$ cat config.mk
export PLATFORM = sky130hd
export DESIGN_NAME = multi_lane_aligner
export DESIGN_NICKNAME = d
export VERILOG_FILES = /design/src/rtl/aligner_pkg.sv /design/src/rtl/multi_lane_aligner_if.sv /design/src/rtl/aligner_lane.sv /design/src/rtl/multi_lane_aligner.sv
export SDC_FILE = /design/constraint.sdc
export NUM_CORES = 1
export LEC_CHECK = 0
export CAP_MARGIN = 30
export CORE_MARGIN = 2
export CORE_UTILIZATION = 45
export DETAILED_ROUTE_END_ITERATION = 16
export PLACE_DENSITY_LB_ADDON = 0.15
export SYNTH_ARGS = -nofsm -noshare
export SYNTH_HDL_FRONTEND = slang
export SYNTH_SLANG_ARGS = --single-unit
$ cat constraint.sdc
create_clock -name sys_clk -period 4.8 [get_ports sys_clk]
set_input_delay 0.72 -clock sys_clk [delete_from_list [all_inputs] [get_ports sys_clk]]
set_output_delay 0.72 -clock sys_clk [all_outputs]
set_load 0.02 [all_outputs]
$ cat src/rtl/aligner_pkg.sv
// Lane state encoding and width helper for the multi-lane bitslip aligner.
// Combinational helpers only; no clocked logic and no handshake.
package aligner_pkg;

  typedef enum logic [1:0] {
    ST_MONITOR = 2'd0,
    ST_SLIP    = 2'd1,
    ST_DET_RST = 2'd2,
    ST_SETTLE  = 2'd3
  } lane_state_e;

  // Bits needed to hold the values 0..n-1, never less than one bit.
  function automatic int width_of(input int n);
    return (n <= 2) ? 1 : $clog2(n);
  endfunction

endpackage

$ cat src/rtl/multi_lane_aligner_if.sv
// Per-lane alignment bus: misalignment pulses in; slip, detector reset, lock, slip index, fail out.
// Plain level signals with no flow control; LANES=1 instances connect a single lane.
interface multi_lane_aligner_if #(
  parameter int LANES = 4,
  parameter int SW    = 4
);
  logic [LANES-1:0]    n_align;
  logic [LANES-1:0]    align;
  logic [LANES-1:0]    detector_rst;
  logic [LANES-1:0]    locked;
  logic [LANES-1:0]    fail;
  logic [LANES*SW-1:0] slip_pos;

  modport master (output n_align, input align, detector_rst, locked, fail, slip_pos);
  modport slave  (input n_align, output align, detector_rst, locked, fail, slip_pos);
endinterface

$ cat src/rtl/aligner_lane.sv
// One alignment lane: MONITOR -> SLIP (1 cycle) -> DET_RST -> SETTLE -> MONITOR; align 1 cycle after pulse.
// No backpressure: pulses outside MONITOR are dropped. ALIGNER_SWEEP_TIMEOUT_EN adds the 2-sweep fail stop.
module aligner_lane import aligner_pkg::*; #(
  parameter int SLIP_POSITIONS = 10,
  parameter int DET_RST_CYCLES = 4,
  parameter int SETTLE_CYCLES  = 16,
  parameter int LOCK_CYCLES    = 64
) (
  input  logic                  clk,
  input  logic                  rst_n,
  multi_lane_aligner_if.slave   bus
);

  localparam int TMAX = (DET_RST_CYCLES > SETTLE_CYCLES) ? DET_RST_CYCLES : SETTLE_CYCLES;
  localparam int TW   = width_of(TMAX);
  localparam int CW   = width_of(LOCK_CYCLES + 1);
  localparam int PW   = width_of(SLIP_POSITIONS);

  lane_state_e   state, state_nx;
  logic [TW-1:0] timer, timer_nx;
  logic [CW-1:0] cnt, cnt_nx;
  logic [PW-1:0] pos, pos_nx;
  logic          slip_go;
  logic          cnt_full;
  logic          locked;
  logic          fail_q;

  assign cnt_full = (cnt == CW'(LOCK_CYCLES));
  assign locked   = (state == ST_MONITOR) && cnt_full;

  always_comb begin
    state_nx = state;
    timer_nx = timer;
    cnt_nx   = '0;
    pos_nx   = pos;
    slip_go  = 1'b0;
    unique case (state)
      ST_MONITOR: begin
        if (bus.n_align[0]) begin
          if (!fail_q) begin
            state_nx = ST_SLIP;
            slip_go  = 1'b1;
            pos_nx   = (pos == PW'(SLIP_POSITIONS - 1)) ? '0 : pos + 1'b1;
          end
        end else begin
          cnt_nx = cnt_full ? cnt : cnt + 1'b1;
        end
      end
      ST_SLIP: begin
        state_nx = ST_DET_RST;
        timer_nx = '0;
      end
      ST_DET_RST: begin
        if (timer == TW'(DET_RST_CYCLES - 1)) begin
          state_nx = ST_SETTLE;
          timer_nx = '0;
        end else begin
          timer_nx = timer + 1'b1;
        end
      end
      ST_SETTLE: begin
        if (timer == TW'(SETTLE_CYCLES - 1)) begin
          state_nx = ST_MONITOR;
          timer_nx = '0;
        end else begin
          timer_nx = timer + 1'b1;
        end
      end
      default: begin
        state_nx = ST_DET_RST;
        timer_nx = '0;
      end
    endcase
  end

  always_ff @(posedge clk or negedge rst_n) begin
    if (!rst_n) begin
      state <= ST_DET_RST;
      timer <= '0;
      cnt   <= '0;
      pos   <= '0;
    end else begin
      state <= state_nx;
      timer <= timer_nx;
      cnt   <= cnt_nx;
      pos   <= pos_nx;
    end
  end

`ifdef ALIGNER_SWEEP_TIMEOUT_EN
  // A sweep is one wrap of the slip index; the second wrap without lock parks the lane.
  logic [1:0] sweeps, sweeps_nx;
  logic       fail_nx;

  always_comb begin
    sweeps_nx = locked ? 2'd0 : sweeps;
    fail_nx   = fail_q;
    if (slip_go && (pos == PW'(SLIP_POSITIONS - 1))) begin
      if (sweeps_nx == 2'd1) fail_nx = 1'b1;
      if (sweeps_nx != 2'd2) sweeps_nx = sweeps_nx + 2'd1;
    end
  end

  always_ff @(posedge clk or negedge rst_n) begin
    if (!rst_n) begin
      sweeps <= 2'd0;
      fail_q <= 1'b0;
    end else begin
      sweeps <= sweeps_nx;
      fail_q <= fail_nx;
    end
  end
`else
  assign fail_q = 1'b0;
`endif

  assign bus.align        = (state == ST_SLIP);
  assign bus.detector_rst = (state == ST_DET_RST);
  assign bus.locked       = locked;
  assign bus.slip_pos     = pos;
  assign bus.fail         = fail_q;

endmodule

$ cat src/rtl/multi_lane_aligner.sv
// LANES independent bitslip aligners plus a registered all-locked flag (1 cycle behind the lane AND).
// No backpressure; ALIGNER_SWEEP_TIMEOUT_EN enables per-lane fail_o, otherwise fail_o is constant 0.
module multi_lane_aligner import aligner_pkg::*; #(
  parameter  int LANES          = 4,
  parameter  int SLIP_POSITIONS = 10,
  parameter  int DET_RST_CYCLES = 4,
  parameter  int SETTLE_CYCLES  = 16,
  parameter  int LOCK_CYCLES    = 64,
  localparam int SW             = width_of(SLIP_POSITIONS)
) (
  input  logic                sys_clk,
  input  logic                sys_rst_n,
  input  logic [LANES-1:0]    n_align_i,
  output logic [LANES-1:0]    align_o,
  output logic [LANES-1:0]    detector_rst_o,
  output logic [LANES-1:0]    locked_o,
  output logic [LANES*SW-1:0] slip_pos_o,
  output logic                all_locked_o,
  output logic [LANES-1:0]    fail_o
);

  for (genvar l = 0; l < LANES; l++) begin : g_lane
    multi_lane_aligner_if #(.LANES(1), .SW(SW)) lane_bus ();

    assign lane_bus.n_align = n_align_i[l];

    aligner_lane #(
      .SLIP_POSITIONS (SLIP_POSITIONS),
      .DET_RST_CYCLES (DET_RST_CYCLES),
      .SETTLE_CYCLES  (SETTLE_CYCLES),
      .LOCK_CYCLES    (LOCK_CYCLES)
    ) u_lane (
      .clk   (sys_clk),
      .rst_n (sys_rst_n),
      .bus   (lane_bus.slave)
    );

    assign align_o[l]              = lane_bus.align[0];
    assign detector_rst_o[l]       = lane_bus.detector_rst[0];
    assign locked_o[l]             = lane_bus.locked[0];
    assign fail_o[l]               = lane_bus.fail[0];
    assign slip_pos_o[l*SW +: SW]  = lane_bus.slip_pos;
  end

  always_ff @(posedge sys_clk or negedge sys_rst_n) begin
    if (!sys_rst_n) all_locked_o <= 1'b0;
    else            all_locked_o <= &locked_o;
  end

endmodule

; Word-level counts from Yosys, hierarchy flattened
; Index checks and enable logic that the tools add are counted.
[op_classes]
add_sub_neg = 12
eq_ne = 44
muxes = 44
reduce_logical = 21
[op_table]
columns = cell, count
row1 = two-way mux 7 bit, 12
row2 = two-way mux 4 bit, 12
row3 = one-hot mux 4 bit (3 select lines), 4
row4 = adder 4 x 1 -> 4 bit (second input constant), 8
row5 = equality test 4 bit (second input constant), 8
row6 = one-hot mux 2 bit (4 select lines), 4
row7 = adder 7 x 1 -> 7 bit (second input constant), 4
row8 = equality test 7 bit (second input constant), 4
row9 = two-way mux 2 bit, 12
row10 = equality test 2 bit (second input constant), 8
row11 = equality test 4 x 2 -> 1 bit (second input constant), 4
row12 = != test 2 x 1 -> 1 bit (second input constant), 8
row13 = != test 3 bit (second input constant), 4
row14 = AND reduction 3 bit, 4
row15 = nonzero test 3 bit, 4
row16 = equality test 2 x 1 -> 1 bit (second input constant), 4
row17 = zero test 2 bit, 4
row18 = != test 2 bit (second input constant), 4
row19 = AND reduction 2 bit, 4
row20 = logical AND 1 bit, 4
row21 = AND reduction 4 bit, 1
[word_totals]
reg_bits = 69
input_bits = 6
out_inout_bits = 33
elab_cells = 138

; Logic depth before layout (Yosys ltp)
[depth]
ltp_word = 4
mapped_depth = 6
depth_no_buf = 5

; Modules after synthesis
; From an unflattened synthesis, not the netlist that was laid out.
[unflattened]
hier_cells = 402
hier_area_um2 = 3972.6
[by_module_without_submodules]
columns = mod, instances, cells_per_inst, area_per_inst_um2, seq_area_each_um2
row1 = aligner_lane, 4, 96, 954.7, 426.7
row2 = multi_lane_aligner, 1, 18, 153.9, 25.0

; Least setup slack after synthesis
; OpenSTA, ideal clock, no wires.
[synth_timing]
path_type = reg2out
from = register g_lane[3].u_lane.cnt[0]
to = output locked_o[3]
arrival_time_ns = 1.381
required_time_ns = 4.080
slack_ns = 2.699
path_stages_with_launch = 6
n_path_buf = 1
path_cell_list = dfrtp_1 inv_1 ha_1 nor4b_1 and3_1 buf_4
[synth_via]
elab_chain_len = 2
[synth_rtl]
columns = element, line
row1 = start: declaration, aligner_lane.sv:21  ; logic [CW-1:0] cnt, cnt_nx;
row2 = start signal: assignment, aligner_lane.sv:85  ; cnt <= cnt_nx;
row3 = equality test 7 bit, aligner_lane.sv:28  ; assign cnt_full = (cnt == CW'(LOCK_CYCLES));
row4 = logical AND 1 bit, aligner_lane.sv:29  ; assign locked = (state == ST_MONITOR) && cnt_full;
row5 = end: declaration, multi_lane_aligner.sv:16  ; output logic [LANES-1:0] locked_o,
; No other way between the ends.

; Final worst setup path
; Ends and elaborated chain as after synthesis.

==> results.sh <==
export IMPL_status="completed"
export IMPL_cp_start_kind="flip-flop"
export IMPL_dieWidth_um=97.5
export IMPL_rr_endpoint="g_lane[1].u_lane.state[1]"
export IMPL_reg2reg_slack_ns=2.87
export IMPL_synth_most_common_cell="dfrtp_1"
export IMPL_rr_startpoint="g_lane[1].u_lane.state[0]"
export IMPL_tightest_slew_ns=0.840
export IMPL_arrival_ns=2.47
export IMPL_cts_htree_levels=3
export IMPL_antenna_found_initial=0
export IMPL_slew_headroom_pct=44.0
export IMPL_path_class="flip-flop to primary output"
export IMPL_syn_cell_area_sq_um=3940
export IMPL_cp_slowest_cell="clkdlybuf4s50_1"
export IMPL_syn_avg_cell_area_sq_um=9.49
export IMPL_cts_tree="built"
export IMPL_place_congestion=0.821
export IMPL_fin_crit_sh_pct=66.4
export IMPL_crit_path_max_incr_delay_ns=0.61
export IMPL_power_density_nw_per_um2=547
export IMPL_cts_clk_slew_worst_paths_ns=0.08
export IMPL_netlist_instances=415
export IMPL_ys_types=40
export IMPL_detailed_place_hpwl_um=5290
export IMPL_cts_hold_fix_buffers=0
export IMPL_area_growth_pct=14.6
export IMPL_ys_ff_latch=69
export IMPL_synth_area_top_cells="dfrtp_1 (41%), ha_1 (10%), nand2_1 (4.2%)"
export IMPL_fmax_ghz=0.314
export IMPL_wl_per_cell_um=13.1
export IMPL_critPathMaxFanout=5
export IMPL_peakVddDrop_uv=317
export IMPL_vias_per_cell=5.34
export IMPL_synth_top_area_share_pct=41.3
export IMPL_clk_latency_ns=0.33
export IMPL_fin_crit_ns=3.19
export IMPL_dieArea_sq_um=9510
export IMPL_max_cap_violations=0
export IMPL_grt_use_total_pct=16.6
export IMPL_cts_buffers=9
export IMPL_synth_top_area_cell="dfrtp_1"
export IMPL_grt_pass1_vias=2902
export IMPL_postCtsSetupBuffers=0
export IMPL_worst_setup_path_end_kind="primary output"
export IMPL_drc=0
export IMPL_grt_max_degree=37
export IMPL_ios=39
export IMPL_rsz0062_at_grt="false"
export IMPL_drive_gt1_share_pct=7.08
export IMPL_vias=2991
export IMPL_grt_ovfl_total=0
export IMPL_yosys_top_cells_count="dfrtp_1 (65), nand2_1 (44), inv_1 (38)"
export IMPL_slew_viol_final=0
export IMPL_min_path_type="primary input to asynchronous set/reset pin"
export IMPL_ant_nets=0
export IMPL_initialDrtViolationCount=77
export IMPL_ys_flop_type="dfrtp_1"
export IMPL_cts_sinks=69
export IMPL_yosysWarnings=0
export IMPL_async_flop_share_pct=100
export IMPL_finalNetCount=485
export IMPL_rows=34
export IMPL_cts_repair_resized=0
export IMPL_grt_first_pass_wirelength_um=13100
export IMPL_hold_viol=0
export IMPL_crit_chain="inv_1 > ha_1 > nor4b_1 > and3_1 > clkdlybuf4s50_1"
export IMPL_final_setup_skew_ns=0.00860
export IMPL_synth_seq_area_share_pct=44.0
export IMPL_setup_slack_ns=1.61
export IMPL_antenna_cells=0
export IMPL_setup_viol_count_final=0
export IMPL_max_clock_path_buffers=2
export IMPL_tns_ns=0
export IMPL_crit_start="g_lane[3].u_lane.cnt[0]"
export IMPL_ff2ff_path_depth=4
export IMPL_leakagePower_nw=1.97
export IMPL_core_area_sq_um=8590
export IMPL_required_ns=4.08
export IMPL_root_buffer="clkbuf_8"
export IMPL_start_util_pct=45.8
export IMPL_post_place_ws_ns=1.98
export IMPL_io_buffers=34
export IMPL_fp_dieH_um=97.5
export IMPL_synth_edf_count=0
export IMPL_final_util_pct=52.5
export IMPL_routed_wl_um=7330
export IMPL_drt_pass1_iterations=5
[placed cells by master (no fill, tap or decap), types with 2 or more instances in the layout]
master	netlist	routed
a21oi_1	24	24
a311o_1	2	2
a31oi_1	7	7
a32oi_1	4	4
clkbuf_8	0	11
clkdlybuf4s50_1	0	33
clkinvlp_4	0	2
conb_1	1	4
dfrtp_1	65	65
dfstp_2	4	4
ha_1	32	32
inv_1	38	38
mux2_1	4	4
mux2i_1	4	4
nand2_1	44	44
nand2b_1	7	7
nand3_1	22	22
nand4_1	5	5
nand4b_1	4	4
nor2_1	13	13
nor2b_1	7	7
nor3_1	12	12
nor4_1	3	3
o21ai_0	30	30
o22ai_1	5	5
o2bb2ai_1	3	3
o32a_1	3	3
or2_2	8	8
or3_1	11	11
or4_1	3	3
or4b_1	4	4
xnor2_1	13	13
xor2_1	8	8
[worst max-delay path: cells and delay by family, from the launching register on]
kind | cells | cell delay, ns
and+or+nand+nor | 2 | 0.85
buffers and inverters | 2 | 0.71
DFF | 1 | 0.43
adders and majority gates | 1 | 0.16
[logic make-up (layout without fill, tap and decap cells)]
| family | count (synthesis) | count (layout) | share of synthesized area, % |
|---|---|---|---|
| compound gates | 82 | 82 | 12.5 |
| xor+xnor | 21 | 21 | 4.67 |
| fa+ha+maj | 32 | 32 | 10.2 |
| buf+inv | 55 | 89 | 6.77 |
| flops | 69 | 69 | 44.0 |
| mux | 8 | 8 | 2.16 |
| other cells | 1 | 4 | 0.0952 |
| simple gates | 147 | 147 | 19.6 |
[power by group]
part	switching [mW]	internal, mW	total, mW	leakage, nW
Combinational	0.584	0.503	1.09	0.967
Clock	0.216	0.268	0.485	0.102
Sequential	0.157	0.742	0.898	0.901
Total	0.957	1.51	2.47	1.97
[sequential cells by signal, summed over array words and instances (netlist names)]
name and count:
g_lane.u_lane.state 8, g_lane.u_lane.timer 16, all_locked_o 1, g_lane.u_lane.cnt 28, g_lane.u_lane.bus.slip_pos 16
[per-layer routing]
layer  global-route usage [%]  wire length (um)
met3                     3.81               237
met2                     27.1              3410
met5                        0                 0
met1                     21.0              3560
met4                     7.16               121
[layout make-up]
cell class              count  area, sq um
clock buffers              11          151
multi-input cells         294         1950
clock inverters             5         58.8
well taps                 108          135
inverters                  38          143
flip-flops and latches     69         1730
repair buffers             35          343
fillers                   807         4080
[through the flow]
stage / std cells / power (mW) / hold WS, ns / cell area [sq um]
6_report: 560 / 2.47 / 0.487 / 4510
5_1_grt: 560 / 2.67 / 0.546 / 4510
4_1_cts: 560 / 2.51 / 0.523 / 4510
3_5_place_dp: 544 / 2.00 / 0.502 / 4300
3_3_place_gp: 544 / 1.97 / 0.494 / 4300
2_1_floorplan: 418 / 1.66 / 0.424 / 3950
[worst max-delay path by stage]
stage,slack (ns),endpoint
global placement,2.07,locked_o[2]
global route,1.47,locked_o[3]
finish,1.61,locked_o[3]
detailed placement,1.98,locked_o[3]
CTS,1.59,locked_o[3]
floorplan,2.70,locked_o[3]
(Power assumes the default switching activity.)
